## config.mk

```make
export PLATFORM = sky130hd
export DESIGN_NAME = branch_predict_ctrl
export DESIGN_NICKNAME = d
export VERILOG_FILES = /design/src/rtl/branch_predict_ctrl.sv
export SDC_FILE = /design/constraint.sdc
export NUM_CORES = 1
export LEC_CHECK = 0
export BUFFER_PORTS_ARGS = -buffer_cell sky130_fd_sc_hd__buf_2
export CAP_MARGIN = 15
export CORE_ASPECT_RATIO = 1.5
export CORE_UTILIZATION = 51
export DETAILED_ROUTE_END_ITERATION = 16
export GPL_TIMING_DRIVEN = 0
export PLACE_DENSITY = 0.8
export SKIP_CTS_REPAIR_TIMING = 1
export SLEW_MARGIN = 15
export SYNTH_ARGS = -nofsm -noshare
export SYNTH_HDL_FRONTEND = slang
export SYNTH_SLANG_ARGS = --single-unit
```

## constraint.sdc

```tcl
create_clock -name clk -period 3.7 [get_ports clk]
set_input_delay 0.555 -clock clk [delete_from_list [all_inputs] [get_ports clk]]
set_output_delay 0.555 -clock clk [all_outputs]
set_load 0.1 [all_outputs]
```

## src/rtl/branch_predict_ctrl.sv

```systemverilog
// Purpose: E-stage branch resolution, bimodal 2-bit predictor table, mispredict redirect/flush and statistics.
// Latency: prediction and resolution outputs are combinational (0 cycles); table and counter updates land on the next rising edge.
// Backpressure: none; StallE or a bubble in E (ValidE=0) suppresses resolution, table update, counting and redirect.
module branch_predict_ctrl #(
    parameter  int XLEN        = 32,
    parameter  int BHT_ENTRIES = 16,
    parameter  int CNT_W       = 16,
    localparam int IDX_W       = $clog2(BHT_ENTRIES)
) (
    input  logic             clk,
    input  logic             reset,
    input  logic [XLEN-1:0]  PCF,
    output logic             PredTakenF,
    input  logic             ValidE,
    input  logic             StallE,
    input  logic             BranchE,
    input  logic             JumpE,
    input  logic [2:0]       funct3E,
    input  logic             ZeroE,
    input  logic             LtE,
    input  logic             LtuE,
    input  logic [XLEN-1:0]  PCE,
    input  logic             PredTakenE,
    output logic             TakenE,
    output logic             RedirectE,
    output logic             RedirectSelE,
    output logic             FlushD,
    output logic             FlushE,
    output logic [CNT_W-1:0] BranchCnt,
    output logic [CNT_W-1:0] MispredCnt
);

    // 2-bit counters: 00 strong-NT, 01 weak-NT, 10 weak-T, 11 strong-T
    logic [1:0]       bht [BHT_ENTRIES];
    logic [IDX_W-1:0] idx_f;
    logic [IDX_W-1:0] idx_e;
    logic             br_cond;
    logic             active;
    logic             mispredict;
    logic             branch_upd;
    logic             unused_pc_bits;

    // Word-aligned PCs: byte-offset bits and bits above the index do not select an entry
    assign idx_f = PCF[IDX_W+1:2];
    assign idx_e = PCE[IDX_W+1:2];
    assign unused_pc_bits = ^{PCF[XLEN-1:IDX_W+2], PCF[1:0], PCE[XLEN-1:IDX_W+2], PCE[1:0]};

    // Prediction is the direction bit of the registered counter; same-cycle updates are not forwarded
    assign PredTakenF = bht[idx_f][1];

    // Decode the conditional branch outcome from funct3 and the ALU compare flags
    always_comb begin
        br_cond = 1'b0;
        case (funct3E)
            3'b000:  br_cond = ZeroE;
            3'b001:  br_cond = ~ZeroE;
            3'b100:  br_cond = LtE;
            3'b101:  br_cond = ~LtE;
            3'b110:  br_cond = LtuE;
            3'b111:  br_cond = ~LtuE;
            default: br_cond = 1'b0;
        endcase
    end

    // Resolved outcome: jumps are always taken and take priority over the branch decode
    always_comb begin
        TakenE = 1'b0;
        if (JumpE) begin
            TakenE = 1'b1;
        end else if (BranchE) begin
            TakenE = br_cond;
        end
    end

    assign active       = ValidE & ~StallE & (BranchE | JumpE);
    assign mispredict   = active & (TakenE != PredTakenE);
    assign branch_upd   = active & BranchE & ~JumpE;

    // Taken mispredict goes to the target, not-taken mispredict falls back to PC+4
    assign RedirectE    = mispredict;
    assign RedirectSelE = mispredict & ~TakenE;
    assign FlushD       = mispredict;
    assign FlushE       = mispredict;

    // Counter table: reset to weak-NT, saturating train on resolved conditional branches only
    always_ff @(posedge clk) begin
        if (reset) begin
            for (int i = 0; i < BHT_ENTRIES; i++) begin
                bht[i] <= 2'b01;
            end
        end else if (branch_upd) begin
            if (TakenE) begin
                if (bht[idx_e] != 2'b11) begin
                    bht[idx_e] <= bht[idx_e] + 2'd1;
                end
            end else begin
                if (bht[idx_e] != 2'b00) begin
                    bht[idx_e] <= bht[idx_e] - 2'd1;
                end
            end
        end
    end

    // Saturating statistics: conditional branches resolved and total mispredicts (jumps included)
    always_ff @(posedge clk) begin
        if (reset) begin
            BranchCnt  <= '0;
            MispredCnt <= '0;
        end else begin
            if (branch_upd && (BranchCnt != '1)) begin
                BranchCnt <= BranchCnt + CNT_W'(1);
            end
            if (mispredict && (MispredCnt != '1)) begin
                MispredCnt <= MispredCnt + CNT_W'(1);
            end
        end
    end

endmodule

```

==> impl_metrics.ini, run 1 <==
[die]
start_util_pct = 52.5
io_pins = 115
rows = 37
design.die.area_sq_um = 7350
fp.dieH_um = 105
core_sq_um = 6810
die_w_um = 70.4

[setup_path]
crit_type = input port to primary output
cp-start-kind = input port
cp_max_fo = 10
required_ns = 3.14
cp.arrival_ns = 2.88
critPathCaptureType = primary output

[sta]
clock_skew_ns = 0.00678
max_slew_margin_pct = 35.8
rsz0062_at_grt = false
period_share_pct = 92.8
period_minus_slack_ns = 3.43
finalWorstSetupSlack_ns = 0.268
hold_viol_final = 0
worstMarginPinSlew_ns = 0.961
tns_ns = 0
setup_viol_count_final = 0
fmax_ghz = 0.291
slew_violations = 0

[global_routing]
grt_antenna_before_repair = 0
grt-ovfl-total = 0
grt_first_pass_wirelength_um = 13900
grt_pass1_vias = 2969
grt_max_degree = 11
grt_use_total_pct = 24.7

[route]
drtIter0Drc = 181
via_per_inst = 6.12
vias = 3074
drtAntennaViolNets = 0
wire_per_inst_um = 16.9
drc = 0
wl_um = 8480
dr.pass1.iters = 4

[clocking]
h-tree-depth = 3
cts.clk_slew.worst_paths_ns = 0.06
cts_sinks = 64
clockBufferDepth = 2
insertion_delay_ns = 0.35
cts-root-buf = clkbuf_8
cts_tree = yes
numCtsBuffers = 9

[placed_design]
place_congestion = 0.935
pre_cts_ws_ns = 0.123
io_buffers = 54
dpl.cell_count = 486
hpwl_um = 6300

[pwr]
power.static_leakage_uw = 0.00151
power_uw = 1470
powerDensity_nw_per_um2 = 357
ir_worst_vdd_v = 0.000298

[status]
status = finished, final reports clean

[synthesis]
yosys.cell_types.count = 52
synth-compound-area-share_pct = 14.3
async_reset_ff_share_pct = 0
synth_xor_area_share_pct = 4.17
ys.flop_type = edfxtp_1
syn_nets = 433
syn_inst = 354
synth_area_per_cell_sq_um = 10.1
synth-adder-area-share_pct = 0.700
synthSimpleGateAreaFrac_pct = 22.9
yosys_warnings = 0
syn-cell-area_sq_um = 3570
ys_seq_area_share_pct = 44.8
synth_edf_count = 32
ys_seq_elements = 64
synthMuxAreaShare_pct = 9.38
synth_top_family_by_area = simple AND/OR/NAND/NOR gates

[finish]
antenna_cells = 0
drive_gt1_share_pct = 23.8
layoutNonFillerInstCount = 502
area_growth_pct = 15.0
nets = 498

[run]
maxCapViolCount = 0

[hold_path]
min_path_type = flip-flop to flip-flop
## flip-flops by register name (all words and copies together), names as in the netlist
register and flops:
BranchCnt 16, MispredCnt 16, bht 32
## power breakdown
part | internal [uW] | switching [uW]
Clock | 257 | 260
Sequential | 750 | 4.45
Combinational | 61.0 | 135
## logic make-up after synthesis
kind of cell	after synthesis
buffers and inverters	29
flip-flops	64
AND/OR/NAND/NOR	158
adder cells (fa/ha/maj)	2
AO/OA/AOI/OAI	67
multiplexers	17
XOR/XNOR	17
## placed cells by master (no fill, tap or decap), types with 5 or more instances in the layout
cell type / Yosys / final
a21oi_1: 14 / 14
dfxtp_1: 32 / 32
inv_1: 7 / 7
nor3_1: 9 / 9
clkbuf_8: 0 / 10
nand2_1: 39 / 39
buf_2: 3 / 57
mux4_2: 13 / 13
and2_1: 5 / 5
edfxtp_1: 32 / 32
nand4_1: 8 / 8
o211ai_1: 6 / 6
or4_1: 10 / 10
and3_1: 8 / 8
o31ai_1: 11 / 11
nor2b_1: 5 / 5
clkbuf_1: 14 / 15
nand3_1: 14 / 14
a21o_1: 9 / 9
or3_1: 5 / 5
xnor2_1: 5 / 5
nor2_1: 41 / 41
xor2_1: 12 / 12
## worst paths after layout
path	start	to	slack, ns	depth (start not counted)
worst min-delay path	MispredCnt[8]	MispredCnt[8]	0.49	2
worst max register to register	bht[15][0]	bht[2][0]	0.78	7
worst max-delay path	funct3E[0]	RedirectE	0.27	10
worst min register to register	MispredCnt[8]	MispredCnt[8]	0.49	2
## metrics by stage
stage / area [sq um] / hold WS, ns / utilization, %
CTS: 4110 / 0.495 / 60.4
detailed placement: 3940 / 0.488 / 58.0
finish: 4110 / 0.494 / 60.4
floorplan: 3570 / 0.890 / -
global placement: 3940 / 0.471 / 57.9
global route: 4110 / 0.530 / 60.4
## cell type report
class / instances / area (sq um)
Clock buffer: 12 / 145
Buffer: 22 / 110
Fill cell: 596 / 2700
Inverter: 7 / 26.3
Multi-Input combinational cell: 261 / 1840
Clock inverter: 4 / 20.0
Tap cell: 78 / 97.6
Timing Repair Buffer: 54 / 270
Sequential cell: 64 / 1600
## synthesized netlist by cell type, drive strengths merged, types with 3 or more instances
library cell | number | area [sq um]
or3 | 5 | 31.3
mux4 | 13 | 293
and3 | 8 | 50.1
o21ai | 4 | 20.0
edfxtp | 32 | 961
buf | 8 | 56.3
or4 | 11 | 86.3
xor2 | 12 | 105
xnor2 | 5 | 43.8
a211o | 3 | 26.3
a41o | 4 | 40.0
nor2 | 41 | 154
clkbuf | 14 | 52.6
inv | 7 | 26.3
and2 | 5 | 31.3
nand4 | 8 | 50.1
nor2b | 5 | 31.3
a21o | 9 | 67.6
o31ai | 11 | 82.6
nand3 | 14 | 70.1
nand2 | 39 | 146
nor4 | 4 | 40.0
nor3 | 10 | 61.3
and4 | 3 | 26.3
a21oi | 15 | 78.8
o21bai | 4 | 30.0
o211ai | 6 | 45.0
dfxtp | 32 | 641
## critical path, stage by stage
cell and delay [ns]:
buf_2 0.12, xor2_1 0.15, and3_1 0.21, or4_1 0.51
nand3_1 0.16, clkbuf_1 0.33, clkbuf_2 0.30, inv_1 0.11
buf_4 0.14, buf_2 0.28
## per-layer routing
layer	vias up	track usage [%]	routed length [um]
li1	1465	-	-
met1	1454	28.7	3250
met2	130	42.2	4360
met3	25	5.30	579
met4	0	12.4	286
met5	-	0	0
Note: power is estimated with default switching activity, not from simulation.
==> inputs of run 2 (changes only) <==
Settings changed: CORE_UTILIZATION 51 to 40, PLACE_DENSITY 0.8 to 0.65, RECOVER_POWER set to 50.
==> impl_metrics.ini, run 2 (synthesized netlist as in run 1, its figures left out) <==
[status]
status = finished, final reports clean

[die]
die_w_um = 79.2
fp.dieH_um = 118
design.die.area_sq_um = 9330
start_util_pct = 42.0
io_pins = 115
core_sq_um = 8520
rows = 41

[clocking]
insertion_delay_ns = 0.33
h-tree-depth = 3
clockBufferDepth = 2
numCtsBuffers = 9
cts-root-buf = clkbuf_16
cts.clk_slew.worst_paths_ns = 0.05
cts_sinks = 64
cts_tree = yes

[setup_path]
cp_num_buf_inv = 6
slowest_delay_ns = 0.51
cp-startpoint = funct3E[0]
required_ns = 3.14
r2r-start = bht[15][0]
cp.arrival_ns = 2.91
cp-endpoint = FlushE
r2r_cells = 7
cp-start-kind = input port
slowest_stage = or4_1
crit_path_frequent_cell = clkbuf_1
cp_num_cells = 10
reg2reg_setup_slack_ns = 0.81
crit_chain = clkbuf_1, xor2_1, and3_1, or4_1, nand3_1, clkbuf_1, clkbuf_2, inv_1, buf_4, buf_2
path_delay_family = buffers and inverters
r2r_end = bht[2][0]
cp_max_fo = 10
crit_type = input port to primary output
critPathCaptureType = primary output

[finish]
nets = 498
reg_top3 = bht (32), BranchCnt (16), MispredCnt (16)
final_common_cell = clkbuf_1
area_growth_pct = 18.0
antenna_cells = 0
drive_gt1_share_pct = 14.9
largest_reg_flops = 32
top_register = bht
utilization_pct = 49.5
fillerInstances = 887
mostFrequentLayoutCells = 51 x clkbuf_1, 41 x nor2_1, 39 x nand2_1

[route]
drtAntennaViolNets = 0
wire_per_inst_um = 17.0
dr.pass1.iters = 4
via_per_inst = 5.79
drc = 0
wl_um = 9020
vias = 3076
drtIter0Drc = 215

[hold_path]
min_path_type = flip-flop to flip-flop

[sta]
period_share_pct = 93.5
max_slew_margin_pct = 13.9
tns_ns = 0
period_minus_slack_ns = 3.46
clock_skew_ns = 0.00540
hold_viol_final = 0
worstMarginPinSlew_ns = 1.26
fmax_ghz = 0.289
slew_violations = 0
rsz0062_at_grt = false
setup_viol_count_final = 0

[global_routing]
grt_antenna_before_repair = 0
gr-usage-met3_pct = 5.04
grt_busiest_layer = met2
use_met2_pct = 34.8
grt_max_degree = 11
gr-usage-met1_pct = 24.2
grt-ovfl-total = 0
grt_use_total_pct = 20.6
grt_pass1_vias = 2929
grt_first_pass_wirelength_um = 14500

[pwr]
power.static_leakage_uw = 0.00142
powerDensity_nw_per_um2 = 417
ir_worst_vdd_v = 0.000322

[placed_design]
place_congestion = 0.848
io_buffers = 54
hpwl_um = 6600

[run]
maxCapViolCount = 0
run 2: cell types whose count changed in the layout (fill, tap and decap cells not counted), sizes merged:
cell,change
bufinv,+1
clkbuf,+35
buf,-36
run 2: layer usage:
metal / vias up / wire [um]
met1: 1458 / 3550
met3: 17 / 583
met2: 133 / 4640
met5: - / 0
met4: 0 / 246
li1: 1468 / -
run 2: final cells by class:
cell class,count,area (sq um),share of cell area (%)
clock buffers,11,233,5.52
flip-flops and latches,64,1600,38.0
clock inverters,5,47.5,1.13
inverters,7,26.3,0.623
well taps,107,134,3.18
multi-input cells,261,1840,43.6
repair buffers,54,226,5.37
plain buffers,22,110,2.61
run 2: tightest hold or removal path: cells and delay by family (launching register included):
family	cells	cell delay, ns
compound gates	2	0.13
flops	1	0.32
run 2: through the flow:
stage,cell area [sq um],total power [uW],instances,setup WS [ns],hold WS [ns]
after CTS,4260,1770,531,0.0636,0.496
final,4220,1760,531,0.239,0.495
after global routing,4220,1820,531,0.0872,0.515
after detailed placement,3980,966,515,0.0874,0.489
after floorplan,3570,917,354,0.289,0.890
after global placement,3980,964,515,0.0982,0.472
run 2: worst min-delay path by stage:
| stage | from | endpoint | slack, ns | depth (start not counted) |
|---|---|---|---|---|
| final | MispredCnt[6] | MispredCnt[6] | 0.49 | 2 |
| after floorplan | PredTakenE | MispredCnt[12] | 0.89 | 4 |
| after global routing | MispredCnt[6] | MispredCnt[6] | 0.51 | 2 |
| after global placement | MispredCnt[6] | MispredCnt[6] | 0.47 | 2 |
| after detailed placement | MispredCnt[6] | MispredCnt[6] | 0.49 | 2 |
| after CTS | MispredCnt[6] | MispredCnt[6] | 0.50 | 2 |
run 2: power breakdown:
part | leakage, uW | internal (uW) | switching (uW) | total, uW
combinational | 0.000749 | 60.0 | 137 | 197
clock | 0.000138 | 514 | 290 | 804
sequential | 0.000531 | 751 | 4.60 | 756
total | 0.00142 | 1320 | 432 | 1760
